===== config.mk =====
export PLATFORM = sky130hd
export DESIGN_NAME = instruction_prefetch_queue
export DESIGN_NICKNAME = d
export VERILOG_FILES = /design/src/rtl/instruction_prefetch_queue.sv
export SDC_FILE = /design/constraint.sdc
export NUM_CORES = 1
export LEC_CHECK = 0
export BUFFER_PORTS_ARGS = -buffer_cell sky130_fd_sc_hd__buf_2
export CORE_AREA = 2 2 162 164
export DETAILED_ROUTE_END_ITERATION = 8
export DIE_AREA = 0 0 164 166
export GPL_TIMING_DRIVEN = 0
export SYNTH_ARGS = -nofsm -noshare
export SYNTH_HDL_FRONTEND = slang
export SYNTH_SLANG_ARGS = --single-unit

===== constraint.sdc =====
create_clock -name clk -period 8.7 [get_ports clk]
set_input_delay 0.87 -clock clk [delete_from_list [all_inputs] [get_ports clk]]
set_output_delay 0.87 -clock clk [all_outputs]
set_load 0.02 [all_outputs]

===== src/rtl/instruction_prefetch_queue.sv =====
// instruction_prefetch_queue: fetch front end ahead of IF/ID.
// Fetches 16-bit words over a req/ack handshake into a small circular FIFO
// tagged with PC+2; a redirect flushes the queue and drops any in-flight fetch.
// Optional: define IPQ_STATS_EN to add the discard_count statistics output.
module instruction_prefetch_queue #(
  parameter int          DEPTH    = 4,
  parameter logic [15:0] RESET_PC = 16'h0000
) (
  input  logic                       clk,
  input  logic                       rst,
  input  logic                       redirect,
  input  logic [15:0]                redirect_pc,
  input  logic                       stall,
  output logic                       imem_req,
  output logic [15:0]                imem_addr,
  input  logic                       imem_ack,
  input  logic [15:0]                imem_rdata,
  output logic                       inst_valid,
  output logic [15:0]                inst,
  output logic [15:0]                inst_pc_plus2,
  output logic [$clog2(DEPTH+1)-1:0] queue_count
`ifdef IPQ_STATS_EN
  ,
  output logic [15:0]                discard_count
`endif
);

  localparam int AW = $clog2(DEPTH);
  localparam int CW = $clog2(DEPTH+1);
  localparam logic [CW-1:0] DEPTH_C = CW'(DEPTH);

  typedef enum logic [1:0] {IDLE, FETCH, DISCARD} state_t;

  typedef struct packed {
    logic [15:0] word;
    logic [15:0] pc2;
  } entry_t;

  entry_t          mem [DEPTH];
  logic [AW-1:0]   rd_ptr, wr_ptr;
  logic [CW-1:0]   count, count_next;
  logic [15:0]     fetch_pc, fetch_pc_n;
  logic [15:0]     req_addr, req_addr_n;
  state_t          state, state_n;
  logic            push, pop, drop;

  // FIFO handshake terms; redirect wins over both push and pop
  assign pop  = inst_valid & ~stall & ~redirect;
  assign push = (state == FETCH) & imem_ack & ~redirect;

  // occupancy after this edge, used by the FSM to decide whether to request
  always_comb begin
    count_next = count;
    if (redirect)
      count_next = '0;
    else
      count_next = count + CW'(push) - CW'(pop);
  end

  // queue head and memory interface outputs
  assign inst_valid    = (count != '0);
  assign inst          = inst_valid ? mem[rd_ptr].word : 16'h0000;
  assign inst_pc_plus2 = inst_valid ? mem[rd_ptr].pc2  : 16'h0000;
  assign queue_count   = count;
  assign imem_req      = (state != IDLE);
  assign imem_addr     = req_addr;

  // FIFO storage; entries need no reset since count gates visibility
  always_ff @(posedge clk) begin
    if (push)
      mem[wr_ptr] <= '{word: imem_rdata, pc2: req_addr + 16'd2};
  end

  // FIFO pointers and occupancy; a flush collapses rd_ptr onto wr_ptr
  always_ff @(posedge clk) begin
    if (rst) begin
      rd_ptr <= '0;
      wr_ptr <= '0;
      count  <= '0;
    end else begin
      if (redirect) begin
        rd_ptr <= wr_ptr;
      end else begin
        if (pop)  rd_ptr <= rd_ptr + AW'(1);
        if (push) wr_ptr <= wr_ptr + AW'(1);
      end
      count <= count_next;
    end
  end

  // fetch FSM state and address registers
  always_ff @(posedge clk) begin
    if (rst) begin
      state    <= IDLE;
      fetch_pc <= RESET_PC;
      req_addr <= RESET_PC;
    end else begin
      state    <= state_n;
      fetch_pc <= fetch_pc_n;
      req_addr <= req_addr_n;
    end
  end

  // fetch FSM next-state: keep one request in flight while there is room
  always_comb begin
    state_n    = state;
    fetch_pc_n = fetch_pc;
    req_addr_n = req_addr;
    drop       = 1'b0;
    case (state)
      IDLE: begin
        if (redirect) begin
          fetch_pc_n = redirect_pc;
        end else if (count_next < DEPTH_C) begin
          req_addr_n = fetch_pc;
          state_n    = FETCH;
        end
      end
      FETCH: begin
        if (redirect) begin
          fetch_pc_n = redirect_pc;
          if (imem_ack) begin
            drop    = 1'b1;
            state_n = IDLE;
          end else begin
            // memory still owes us a word at req_addr; swallow it first
            state_n = DISCARD;
          end
        end else if (imem_ack) begin
          fetch_pc_n = fetch_pc + 16'd2;
          if (count_next < DEPTH_C)
            req_addr_n = fetch_pc + 16'd2;
          else
            state_n = IDLE;
        end
      end
      DISCARD: begin
        if (redirect)
          fetch_pc_n = redirect_pc;
        if (imem_ack) begin
          drop    = 1'b1;
          state_n = IDLE;
        end
      end
      default: state_n = IDLE;
    endcase
  end

`ifdef IPQ_STATS_EN
  logic [16:0] discard_sum;

  always_comb begin
    discard_sum = {1'b0, discard_count}
                + (redirect ? 17'(count) : 17'd0)
                + 17'(drop);
  end

  // saturating count of flushed entries plus dropped fetch words
  always_ff @(posedge clk) begin
    if (rst)
      discard_count <= 16'h0000;
    else if (discard_sum[16])
      discard_count <= 16'hFFFF;
    else
      discard_count <= discard_sum[15:0];
  end
`else
  logic unused_drop;
  assign unused_drop = drop;
`endif

endmodule


==> results of run 1 <==
==> area by class of cell <==
class / count / area [sq um]
inverter: 9 / 33.8
clock buffer: 17 / 425
sequential: 171 / 4700
multi-input combinational: 313 / 2610
fill: 2507 / 16700
tap: 335 / 419
clock inverter: 14 / 144
buffer: 38 / 178
timing repair buffer: 89 / 452
==> sequential cells by signal, indices dropped and copies added (netlist names), named ones only <==
signal / cells
rd_ptr: 2
queue_count: 3
fetch_pc: 16
mem: 128
state: 2
wr_ptr: 2
imem_addr: 16
==> worst min-delay path by stage <==
stage,to,slack (ns),cells past startpoint
final,fetch_pc[0]$_SDFFE_PP0P_,0.50,2
after global routing,wr_ptr[1]$_SDFFE_PP0P_,0.54,2
after CTS,fetch_pc[0]$_SDFFE_PP0P_,0.50,2
after detailed placement,fetch_pc[0]$_SDFFE_PP0P_,0.49,2
after global placement,fetch_pc[0]$_SDFFE_PP0P_,0.48,2
after floorplan,fetch_pc[0]$_SDFFE_PP0P_,0.46,2
==> layout by cell type, fill, tap and decap left out, types with 17 or more instances in the layout <==
cell                        instances
sky130_fd_sc_hd__edfxtp_1         128
sky130_fd_sc_hd__buf_2            101
sky130_fd_sc_hd__dfxtp_1           43
sky130_fd_sc_hd__nor2b_1           35
sky130_fd_sc_hd__mux4_2            32
sky130_fd_sc_hd__nor2_1            28
sky130_fd_sc_hd__nand2_1           20
sky130_fd_sc_hd__xnor2_1           19
sky130_fd_sc_hd__clkbuf_1          19
sky130_fd_sc_hd__clkbuf_16         17
==> cells by family after synthesis <==
kind of cell / synth area share (%)
compound gates: 6.11
mux: 9.86
simple gates: 13.4
buf+inv: 2.81
xor+xnor: 3.56
fa+ha+maj: 1.60
flops: 62.6
==> worst max-delay path: stages <==
cell and delay, ns:
sky130_fd_sc_hd__buf_2 0.21, sky130_fd_sc_hd__clkbuf_1 0.37, sky130_fd_sc_hd__clkbuf_1 0.48, sky130_fd_sc_hd__nor3_1 0.16, sky130_fd_sc_hd__ha_1 0.31, sky130_fd_sc_hd__inv_1 0.04, sky130_fd_sc_hd__ha_1 0.18, sky130_fd_sc_hd__fa_1 0.38
sky130_fd_sc_hd__xnor3_1 0.41, sky130_fd_sc_hd__nor4b_4 0.33, sky130_fd_sc_hd__clkbuf_1 0.39, sky130_fd_sc_hd__a211oi_1 0.13
==> per-layer routing <==
metal | vias to the layer above | global-route usage [%]
li1 | 2243 | -
met1 | 2308 | 17.2
met2 | 122 | 20.5
met3 | 15 | 3.12
met4 | 0 | 3.43
met5 | - | 0
==> cell usage after synthesis (3+ instances only) <==
master,count
sky130_fd_sc_hd__edfxtp_1,128
sky130_fd_sc_hd__dfxtp_1,43
sky130_fd_sc_hd__nor2b_1,35
sky130_fd_sc_hd__mux4_2,32
sky130_fd_sc_hd__nor2_1,28
sky130_fd_sc_hd__nand2_1,20
sky130_fd_sc_hd__clkbuf_1,19
sky130_fd_sc_hd__xnor2_1,19
sky130_fd_sc_hd__a21oi_1,15
sky130_fd_sc_hd__a211oi_1,14
sky130_fd_sc_hd__nand3_1,14
sky130_fd_sc_hd__buf_2,13
sky130_fd_sc_hd__o21ai_0,11
sky130_fd_sc_hd__and2_1,10
sky130_fd_sc_hd__nor3_1,10
sky130_fd_sc_hd__nand4_1,9
sky130_fd_sc_hd__xor2_1,9
sky130_fd_sc_hd__ha_1,8
sky130_fd_sc_hd__inv_1,8
sky130_fd_sc_hd__and3_1,7
sky130_fd_sc_hd__a31oi_1,6
sky130_fd_sc_hd__nand2b_1,5
sky130_fd_sc_hd__or4_1,5
sky130_fd_sc_hd__a21o_1,4
sky130_fd_sc_hd__and2_0,4
sky130_fd_sc_hd__nor4_1,4
sky130_fd_sc_hd__a311oi_1,3
sky130_fd_sc_hd__a32oi_1,3
sky130_fd_sc_hd__and4_1,3
sky130_fd_sc_hd__buf_4,3
sky130_fd_sc_hd__o21a_1,3
sky130_fd_sc_hd__o221ai_1,3
sky130_fd_sc_hd__or3_1,3
==> power groups by stage <==
stage | Combinational (mW) | Clock, mW | Sequential [mW]
after floorplan | 0.0882 | 0 | 0.934
after global placement | 0.141 | 0 | 0.931
after detailed placement | 0.144 | 0 | 0.931
after CTS | 0.144 | 0.758 | 0.913
after global routing | 0.156 | 0.789 | 0.916
final | 0.142 | 0.741 | 0.914
==> stage by stage <==
step | cells | power [mW]
after CTS | 986 | 1.82
after detailed placement | 955 | 1.08
after global placement | 954 | 1.07
final | 986 | 1.80
after global routing | 986 | 1.86
after floorplan | 531 | 1.02
==> run summary, run 1 <==
The run finished with clean final reports. The tools report the start point of the critical path as redirect. After layout, the worst setup slack is 4.72 ns. TritonCTS built the clock tree.

The post-synthesis to final-layout area growth is 19.3%, and the core utilization of the finished layout is 35.0%. The switching fraction of total power is 23.3%, and the required time of the critical path is 8.98 ns. For the worst-skew pair, the clock arrives at the later sink with an insertion delay of 0.43 ns.

Portion of total power attributed to combinational logic: 7.9%. Total CTS buffers: 17. For flop-to-flop paths, the worst setup slack is 4.97 ns. The logs give 4 for the H-tree depth and 4.26 ns for the arrival time of data at the critical path endpoint. Max-cap violations in this run came to 0. The final weighted congestion of routability-driven global placement came out at 0.809. Detailed routing placed a total of 856 um of wire on met3. The logs give 27200 sq um for the die outline area and 0 for the remaining global-route overflow. For this run, the total global-route usage over all layers was measured as 12.8%. The final route contains 4688 vias. In this run the most critical hold path is launched from fetch_pc[0]$_SDFFE_PP0P_. Setup repair after global routing left no endpoint under its margin. For the number of antenna violations at the first check in global routing, the log shows 0.

The synthesized netlist contains 57 unique library cells. For this run, design rule violations remaining after detail routing come to 0. The worst pin sits at a relative slew slack of 39.5%.

In this run, synthesis inferred 128 flip-flops with an integrated enable. The dominant synthesized flop cell was sky130_fd_sc_hd__edfxtp_1. The residual antenna-violating net count after detailed routing is 0, and the final instance area is 8960 sq um. The worst register-to-register path has a depth of 12. The post-synthesis sequential area ratio is 62.6%.

The post-route fraction of the period consumed by the critical path is 45.7%. The fraction of registers with async set/reset is 0%. The number of setup buffers added after CTS was 0.

Clock-pin slew was measured on the worst setup and hold paths at 0.06 ns. The worst setup path is launched from an input port. The logs give 0 for the total number of yosys warnings and 3.14 nW for the static leakage. The core region is 25600 sq um. In this run the cell area measured after placement is 8390 sq um.

The number of pins exceeding their max-slew limit in the final report was 0. Cells with a size suffix above 1 make up 27.2% of the layout. Maximum VDD drop: 127 uV. The average wire per cell in the routed design is 17.2 um, and the total met2 wirelength after detailed routing is 8.29 mm. The initial standard-cell utilization of the core was 29.3%. Summed over all nets, the switching power comes to 0.419 mW.

The half-perimeter wire length of the detailed placement result was 11.5 mm. The synthesized design spends more area on one cell type than any other, namely sky130_fd_sc_hd__edfxtp_1. Hold is met by 0.496 ns. The category of the critical setup timing path was in2reg. The tools report the number of hold-slack violations in the final timing report as 0. Along the worst path, the maximum fanout reaches 10. The tools report the kind of end point of the critical path as a flip-flop. The tools report the capture point of the worst reg-to-reg path as imem_addr[3]$_SDFFE_PP0P_.

The root buffer cell was sky130_fd_sc_hd__clkbuf_16. The netlist area before placement is 7510 sq um. Synthesized netlist net count: 577. Wires add up to 17.0 mm. For the accumulated negative setup slack, the log shows 0 ns. The number of antenna diodes in the final layout is 0. The pin count of the biggest net entering global routing was 33. Type of the tightest min-delay check: reg2reg.

Once the clock tree was built, the resizer swapped 0 gates to a different size. Averaged over all synthesized cells, the footprint is 14.1 sq um. The tools report the via count of the first global-routing pass as 4632. For the number of placed I/O pins, the log shows 90.

For this block, the initial DRC count from the detailed router was 383. The clock arrives with 0.00875 ns of skew. The clock network power share was 41.3%.

Number of synthesized register bits: 171. For the pin with the worst max-slew slack, the measured transition is 0.907 ns. The routed design could run at a clock period as short as 3.98 ns. After synthesis, the largest area contributor takes up 51.2% of total cell area.

At the placement stage, the worst setup path has a slack of 4.31 ns. The pre-antenna-repair detailed-routing pass consisted of 4 iterations. Using the TritonRoute via totals, the vias-per-cell ratio works out to 4.75.

From left edge to right edge, the die measures 164 um. The highest layer touched by signal routing is met4. The run gives 50.9% as the power share of the sequential group. The startpoint identified for the worst register-to-register timing path is queue_count[0]$_SDFF_PP0_. The detailed router put a total of 7.69 mm of wire on met1. In this run the worst setup path terminates at imem_addr[3]$_SDFFE_PP0P_. CTS saw 171 sinks.

After synthesis, the cell types taking the most area are sky130_fd_sc_hd__edfxtp_1 51%, sky130_fd_sc_hd__dfxtp_1 11%, sky130_fd_sc_hd__mux4_2 9.6%. The net count of the finished layout is 685. Setup violations remaining at the end of the flow were counted as 0. For this design the ratio of total power to cell area is 200 nW/um^2. The first global-routing pass estimated 26.5 mm of wire. Based on the critical path, the design can be clocked at up to 251 MHz. Row generation in the floorplan step produced 59 rows. In the synthesized netlist, the number of instances is 531.

The hold buffer count at cts is 0, and the count of input and output buffers is 88. Internal portion of total power: 1.38 mW. The maximum buffer depth of the clock tree was 2. The height of the die was 166 um.
Note: power is estimated with default switching activity, not from simulation.
==> run 2: changes to the inputs <==
==> constraint.sdc (replaced) <==
create_clock -name clk -period 3.6 [get_ports clk]
set_input_delay 0.36 -clock clk [delete_from_list [all_inputs] [get_ports clk]]
set_output_delay 0.36 -clock clk [all_outputs]
set_load 0.02 [all_outputs]
==> run summary, run 2 (same netlist as run 1, synthesis figures left out) <==
The run finished with clean final reports. The site row count is 59 (unchanged). For the global router's overall resource usage, the log shows 12.6% (-0.14 points).

The length in cells of the worst reg-to-reg path is 14 (+2). The remaining global-route overflow was 0 (unchanged). The logs give 2 (unchanged) for the maximum buffer depth of the clock tree and 985 (-0.10%) for the final instance count without filler cells. The clock network power share was 41.3% (about the same); the routed wire length was 16.8 mm (-1.3%).

For the final weighted congestion of routability-driven global placement, the log shows 0.809 (unchanged). The setup clock skew after layout came out at 0.00942 ns (+0.000663 ns). The half-perimeter wire length of the detailed placement result is 11.5 mm (unchanged). For the diode insertion count for antenna repair, the log shows 0 (unchanged).

The die boundary width was 164 um (unchanged); the number of vias after detailed routing was 4675 (-0.28%). The worst setup path is of the reg2reg kind. The layout cell share with drive strength beyond 1 was 27.5% (+0.35 points); the filler cell count in the final layout was 2507 (unchanged). The count of clock tree sinks is 171 (unchanged), and the number of placed I/O pins is 90 (unchanged).

The tools report the number of DRC violations after detailed routing as 0 (unchanged). The static leakage came out at 3.15 nW (+0.15%). STA classifies the critical path startpoint as a flip-flop. Leaving out fill and tap cells, the most frequent cells in the layout are 128 x sky130_fd_sc_hd__edfxtp_1, 101 x sky130_fd_sc_hd__buf_2, 43 x sky130_fd_sc_hd__dfxtp_1.

The total met2 wirelength after detailed routing was 8.19 mm (-1.3%); the placeable core region was 25600 sq um (unchanged). Hold buffer count at cts: 0 (unchanged). The clock transition time at the flip-flop clock pins of the worst setup and hold paths is 0.07 ns (about the same). The depth of the worst hold-timing path came out at 1 (-1).

More flip-flops sit in one register than any other, and that register is mem. The initial standard-cell utilization of the core is 29.3% (unchanged), and the cell count after placement is 955 (unchanged). Maximum VDD drop: 329 uV (+160%).

The pin count of the biggest net entering global routing was 33 (unchanged); the average wire per cell in the routed design was 17.0 um (-1.2%). Headroom to the max-slew limit: 39.3% (-0.20 points). Number of hold-slack violations in the final timing report: 0 (unchanged).

The worst-margin pin slew works out to 0.910 ns (+0.00306 ns). Achievable clock frequency: 297 MHz. The most common cell after layout, fill and taps aside is sky130_fd_sc_hd__edfxtp_1. The via count normalized by instance count came out at 4.75 (-0.18%).

The highest signal layer in the routed design was met4. The wire length of the first global-routing pass was 26.3 mm (-0.78%). After layout, the worst path uses 93.6% of the clock period. The tools report the portion of total power attributed to combinational logic as 7.9% (about the same).

The tools report the residual antenna-violating net count after detailed routing as 0 (unchanged). The logs give 50.9% (about the same) for the power share of the sequential group and 0.43 ns (about the same) for the latest clock arrival within the worst-skew pair. The met3 wirelength from detailed routing is 859 um (+0.35%). The overall power was 4.34 mW (+140%). The die outline area is 27200 sq um (unchanged), and the switching fraction of total power is 23.3% (about the same). The power per cell area is 484 nW/um^2 (+140%).

Clock tree synthesis selected as its root buffer the cell sky130_fd_sc_hd__clkbuf_16. The slack of the critical path is 0.231 ns (-4.49 ns), and the reg2reg setup slack is 0.23 ns (-4.74 ns). The arrival time of data at the critical path endpoint was 3.66 ns (-0.60 ns); the final period demand of the worst path was 3.37 ns. Setup repair after global routing left no endpoint under its margin.

The count of input and output buffers came out at 88 (unchanged). The run gives 7.58 mm (-1.5%) as the sum of routed wire segments on met1. The run gives 0 ns (unchanged) as the accumulated negative setup slack.

The worst setup path is captured at a flip-flop. The first-pass detailed-route iteration total was 4 (unchanged). The net count of the finished layout was 684 (-0.15%); the detailed router's first-iteration violation count was 380 (-0.78%).

The maximum fanout along the worst path was 10 (unchanged). The total CTS buffers was 17 (unchanged). The logs give -0.282 ns (-4.59 ns) for the worst setup slack after placement and 0 (unchanged) for the number of pins exceeding their max-slew limit in the final report.

The number of flip-flops in the largest register was 128 (unchanged); the core utilization of the finished layout was 35.0% (about the same). In this run the worst hold path is classified as in2reg. Required time of the critical path: 3.89 ns (-5.09 ns).

The post-synthesis to final-layout area growth is 19.3% (about the same). The tools report the number of antenna violations at the first check in global routing as 0 (unchanged). The switching power is 1.01 mW (+140%). The run gives 4 (unchanged) as the H-tree depth. The number of maximum-capacitance violations is 0 (unchanged), and the internal portion of total power is 3.33 mW (+140%).

The height of the die is 166 um (unchanged). The tools report the number of setup violations in the final report as 0 (unchanged). TritonCTS built the clock tree. The via count of the first global-routing pass was 4627 (-0.11%).
[run 2: routing by layer]
metal | up-vias | global-route usage, %
li1 | 2242 | -
met1 | 2292 | 17.0
met2 | 125 | 20.3
met3 | 16 | 3.12
met4 | 0 | 3.43
met5 | - | 0
[run 2: cell type report]
type	count	area (sq um)	share of cell area [%]
clock inverters	14	144	1.61
flip-flops and latches	171	4700	52.5
plain buffers	37	176	1.97
clock buffers	17	425	4.75
multi-input cells	313	2610	29.1
well taps	335	419	4.68
repair buffers	89	452	5.04
inverters	9	33.8	0.377
[run 2: worst paths after layout]
kind | startpoint | to
worst max-delay path | state[0]$_SDFFE_PP0P_ | imem_addr[0]$_SDFFE_PP0P_
worst min-delay path | imem_rdata[1] | mem[2][17]$_DFFE_PP_
worst max register to register | state[0]$_SDFFE_PP0P_ | imem_addr[0]$_SDFFE_PP0P_
worst min register to register | fetch_pc[0]$_SDFFE_PP0P_ | fetch_pc[0]$_SDFFE_PP0P_
[run 2: critical path: stages (launching register included)]
cell and delay, ns:
sky130_fd_sc_hd__dfxtp_1 0.31, sky130_fd_sc_hd__buf_4 0.16, sky130_fd_sc_hd__nand2b_4 0.06, sky130_fd_sc_hd__buf_6 0.14, sky130_fd_sc_hd__nor3b_4 0.33, sky130_fd_sc_hd__inv_2 0.11
sky130_fd_sc_hd__ha_1 0.29, sky130_fd_sc_hd__inv_1 0.04, sky130_fd_sc_hd__ha_1 0.18, sky130_fd_sc_hd__fa_1 0.38, sky130_fd_sc_hd__xnor3_1 0.41, sky130_fd_sc_hd__nor4b_4 0.33
sky130_fd_sc_hd__buf_4 0.24, sky130_fd_sc_hd__mux2i_1 0.21, sky130_fd_sc_hd__nor2_1 0.06
[run 2: repair_timing]
item	CTS	global route
setup endpoints to repair	16	12
resized for setup	0	4
buffers inserted	0	0
[run 2: metrics by stage]
stage                     hold slack [ns]  area, sq um
after global routing                0.135         8960
after CTS                           0.137         8960
after detailed placement            0.485         8390
after global placement              0.477         8370
final                               0.153         8960
after floorplan                     0.439         7510
[run 2: power groups by stage]
stage                     Sequential [mW]  Combinational, mW  Clock, mW
after detailed placement             2.25              0.348          0
after global placement               2.25              0.340          0
after floorplan                      2.26              0.213          0
after global routing                 2.21              0.377       1.91
final                                2.21              0.341       1.79
after CTS                            2.21              0.348       1.83
==> run 3: changes to the inputs <==
--- a/config.mk
+++ b/config.mk
@@ -5,10 +5,10 @@
 export SDC_FILE = /design/constraint.sdc
 export NUM_CORES = 1
 export LEC_CHECK = 0
-export BUFFER_PORTS_ARGS = -buffer_cell sky130_fd_sc_hd__buf_2
 export CORE_AREA = 2 2 162 164
 export DETAILED_ROUTE_END_ITERATION = 8
 export DIE_AREA = 0 0 164 166
+export DONT_BUFFER_PORTS = 1
 export GPL_TIMING_DRIVEN = 0
 export SYNTH_ARGS = -nofsm -noshare
 export SYNTH_HDL_FRONTEND = slang
==> run summary, run 3 (same netlist as run 1, synthesis figures left out) <==
The total met2 wirelength after detailed routing came out at 7.95 mm (-2.8%). The critical path ends at imem_addr[2]$_SDFFE_PP0P_. The tools report the number of placed I/O pins as 90 (unchanged).

The number of flip-flops in the largest register was 128 (unchanged); the number of antenna violations at the first check in global routing was 0 (unchanged). The worst setup path is captured at a flip-flop. The tools report the filler cell count in the final layout as 2478 (-1.2%). Ranked by flip-flop count, first place goes to mem.

The logs give 11.3 mm (-2.3%) for the half-perimeter wire length of the detailed placement result and 324 (-15%) for the detailed router's first-iteration violation count. The most critical setup path has its startpoint at state[0]$_SDFFE_PP0P_. The run gives 0.24 ns (about the same) as the reg2reg setup slack. The initial standard-cell utilization of the core came out at 29.3% (unchanged). Number of gates on the worst path with buffers counted: 14 (unchanged). The power per cell area is 496 nW/um^2 (+2.4%). The library cell used most frequently in the layout, excluding fill and tap cells, is sky130_fd_sc_hd__edfxtp_1. The final period demand of the worst path came out at 3.36 ns (-0.0111 ns). The die boundary width is 164 um (unchanged). The remaining global-route overflow was 0 (unchanged).

The required time of the critical path was 3.93 ns (+0.04 ns). The cell count after placement is 867 (-9.2%). The run gives 3.69 ns (+0.03 ns) as the arrival time of data at the critical path endpoint. For the clock network power share, the log shows 41.6% (+0.3 points).

The layout cell share with drive strength beyond 1 came out at 16.4% (-11 points). The signal on the critical path passes through buf_4 -> nand2b_4 -> buf_6 -> nor3b_4 -> inv_2 -> ha_1 -> inv_1 -> ha_1 -> fa_1 -> xnor3_1 -> nor4b_4 -> buf_4 -> nor2_1 -> a311oi_1. The via count normalized by instance count is 4.80 (+1.2%). The startpoint identified for the worst register-to-register timing path is state[0]$_SDFFE_PP0P_. The average wire per cell in the routed design is 18.0 um (+5.6%), and the sum of routed wire segments on met1 is 7.48 mm (-1.2%). TritonCTS built the clock tree.

The length in cells of the worst reg-to-reg path works out to 14 (unchanged). Accumulated negative setup slack: 0 ns (unchanged). The maximum fanout along the worst path is 10 (unchanged), and the switching power is 1.09 mW (+8.1%).

The post-synthesis to final-layout area growth is 15.9%. The diode insertion count for antenna repair was 0 (unchanged); the headroom to the max-slew limit was 39.1% (-0.29 points). The tools report the maximum buffer depth of the clock tree as 2 (unchanged).

Setup repair after global routing left no endpoint under its margin. The maximum VDD drop was 251 uV (-24%); the switching fraction of total power was 25.3% (+2.0 points). The run gives 0 (unchanged) as the number of setup buffers added after CTS. For the slack of the critical path, the log shows 0.242 ns (+0.0111 ns). The worst-margin pin slew came out at 0.914 ns (+0.00428 ns). The worst-path cell with the longest stage delay was sky130_fd_sc_hd__xnor3_1. The run gives 914 (-7.2%) as the final instance count without filler cells. Height of the die: 166 um (unchanged). The run finished with clean final reports.

The tools report the die outline area as 27200 sq um (unchanged). For the internal portion of total power, the log shows 3.23 mW (-3.1%). In this run the most critical hold path is launched from imem_rdata[15]. The count of clock tree sinks was 171 (unchanged); the net count of the finished layout was 612 (-11%). The clock transition time at the flip-flop clock pins of the worst setup and hold paths was 0.08 ns (about the same). The wire length of the first global-routing pass was 25.4 mm (-3.5%); the first-pass detailed-route iteration total was 4 (unchanged). Kind of launch point of the worst setup path: a flip-flop.

The top cell types in the final layout, fill and taps aside, are 128 x sky130_fd_sc_hd__edfxtp_1, 43 x sky130_fd_sc_hd__dfxtp_1, 35 x sky130_fd_sc_hd__nor2b_1. The number of DRC violations after detailed routing was 0 (unchanged). The logs give 25600 sq um (unchanged) for the placeable core region and 17 (unchanged) for the total CTS buffers. The worst setup slack after placement is -0.307 ns (-0.0253 ns). The delay contributed by the slowest stage of the critical path is 0.41 ns (about the same).

The buffer and inverter count on the worst path was 5 (unchanged); the global router's overall resource usage was 12.3% (-0.27 points). The sequential cell area is 4700 sq um (unchanged), and the setup clock skew after layout is 0.0138 ns (+0.00441 ns). The setup path with the least slack is of type reg2reg. The power share of the sequential group came out at 51.7% (+0.8 points). Broken down by cell family, the worst path's largest delay share belongs to adder cells.

The site row count is 59 (unchanged). The tools report the number of maximum-capacitance violations as 0 (unchanged). The count of input and output buffers was 0 (-100%); the number of setup violations in the final report was 0 (unchanged). The tools report the pin count of the biggest net entering global routing as 33 (unchanged).

For the core utilization of the finished layout, the log shows 34.0% (-0.99 points). The H-tree depth was 4 (unchanged). Capture point of the worst reg-to-reg path: imem_addr[2]$_SDFFE_PP0P_. The number of vias after detailed routing was 4388 (-6.1%); the residual antenna-violating net count after detailed routing was 0 (unchanged).

The logs give 0.801 (-1.1%) for the final weighted congestion of routability-driven global placement and 934 um (+8.7%) for the met3 wirelength from detailed routing. The tools report the number of hold-slack violations in the final timing report as 0 (unchanged). The latest clock arrival within the worst-skew pair was 0.43 ns (about the same). The highest layer touched by signal routing is met4.

Routed wire length: 16.5 mm (-2.0%). For the area taken by multi-input logic gates, the log shows 2610 sq um (unchanged). The number of pins exceeding their max-slew limit in the final report came out at 0 (unchanged). For the achievable clock frequency, the log shows 298 MHz (+0.33%). The type of the tightest min-delay check was in2reg. The post-route fraction of the period consumed by the critical path is 93.3% (-0.31 points), and the static leakage is 2.80 nW (-11%).

The via count of the first global-routing pass is 4261 (-7.9%). The root buffer cell was sky130_fd_sc_hd__clkbuf_16. The tools report the portion of total power attributed to combinational logic as 6.7% (-1.2 points).
[run 3: power groups by stage]
stage	sequential, mW	clock [mW]	combinational, mW
2_1_floorplan	2.26	0	0.213
3_3_place_gp	2.28	0	0.269
3_5_place_dp	2.28	0	0.272
4_1_cts	2.24	1.84	0.273
5_1_grt	2.24	1.92	0.321
6_report	2.23	1.80	0.291
[run 3: area by class of cell]
cell class | count | area share [%]
plain buffers | 37 | 2.03
flip-flops and latches | 171 | 54.0
multi-input cells | 313 | 29.9
well taps | 335 | 4.81
inverters | 9 | 0.388
clock inverters | 15 | 1.97
clock buffers | 17 | 4.88
repair buffers | 17 | 1.97
[run 3: timing repair]
| action | 4_1_cts | 5_1_grt |
|---|---|---|
| hold buffers | 1 | 15 |
| resized for setup | 0 | 4 |
| hold endpoints to repair | 1 | 57 |
| gates cloned | 0 | 0 |
| endpoints found under the setup margin | 16 | 13 |
[run 3: stage by stage]
step           hold slack (ns)  total power [mW]  cell area (sq um)
2_1_floorplan            0.439              2.47               7510
3_3_place_gp             0.441              2.55               7930
3_5_place_dp             0.444              2.55               7950
4_1_cts                0.00508              4.35               8560
5_1_grt                0.00151              4.48               8710
6_report                0.0278              4.32               8710
[run 3: worst min path at each step]
stage / slack (ns) / endpoint / cells past startpoint
2_1_floorplan: 0.44 / state[1]$_SDFFE_PP0P_ / 1
3_3_place_gp: 0.44 / state[1]$_SDFFE_PP0P_ / 1
3_5_place_dp: 0.44 / state[1]$_SDFFE_PP0P_ / 1
4_1_cts: 0.005 / mem[0][23]$_DFFE_PP_ / 0
5_1_grt: 0.002 / mem[2][16]$_DFFE_PP_ / 0
6_report: 0.03 / mem[2][31]$_DFFE_PP_ / 0
[run 3: metal layers]
layer	up-vias	global-route usage (%)
met4	0	2.52
met1	2177	16.7
met3	5	4.17
met5	-	0
li1	2100	-
met2	106	19.3
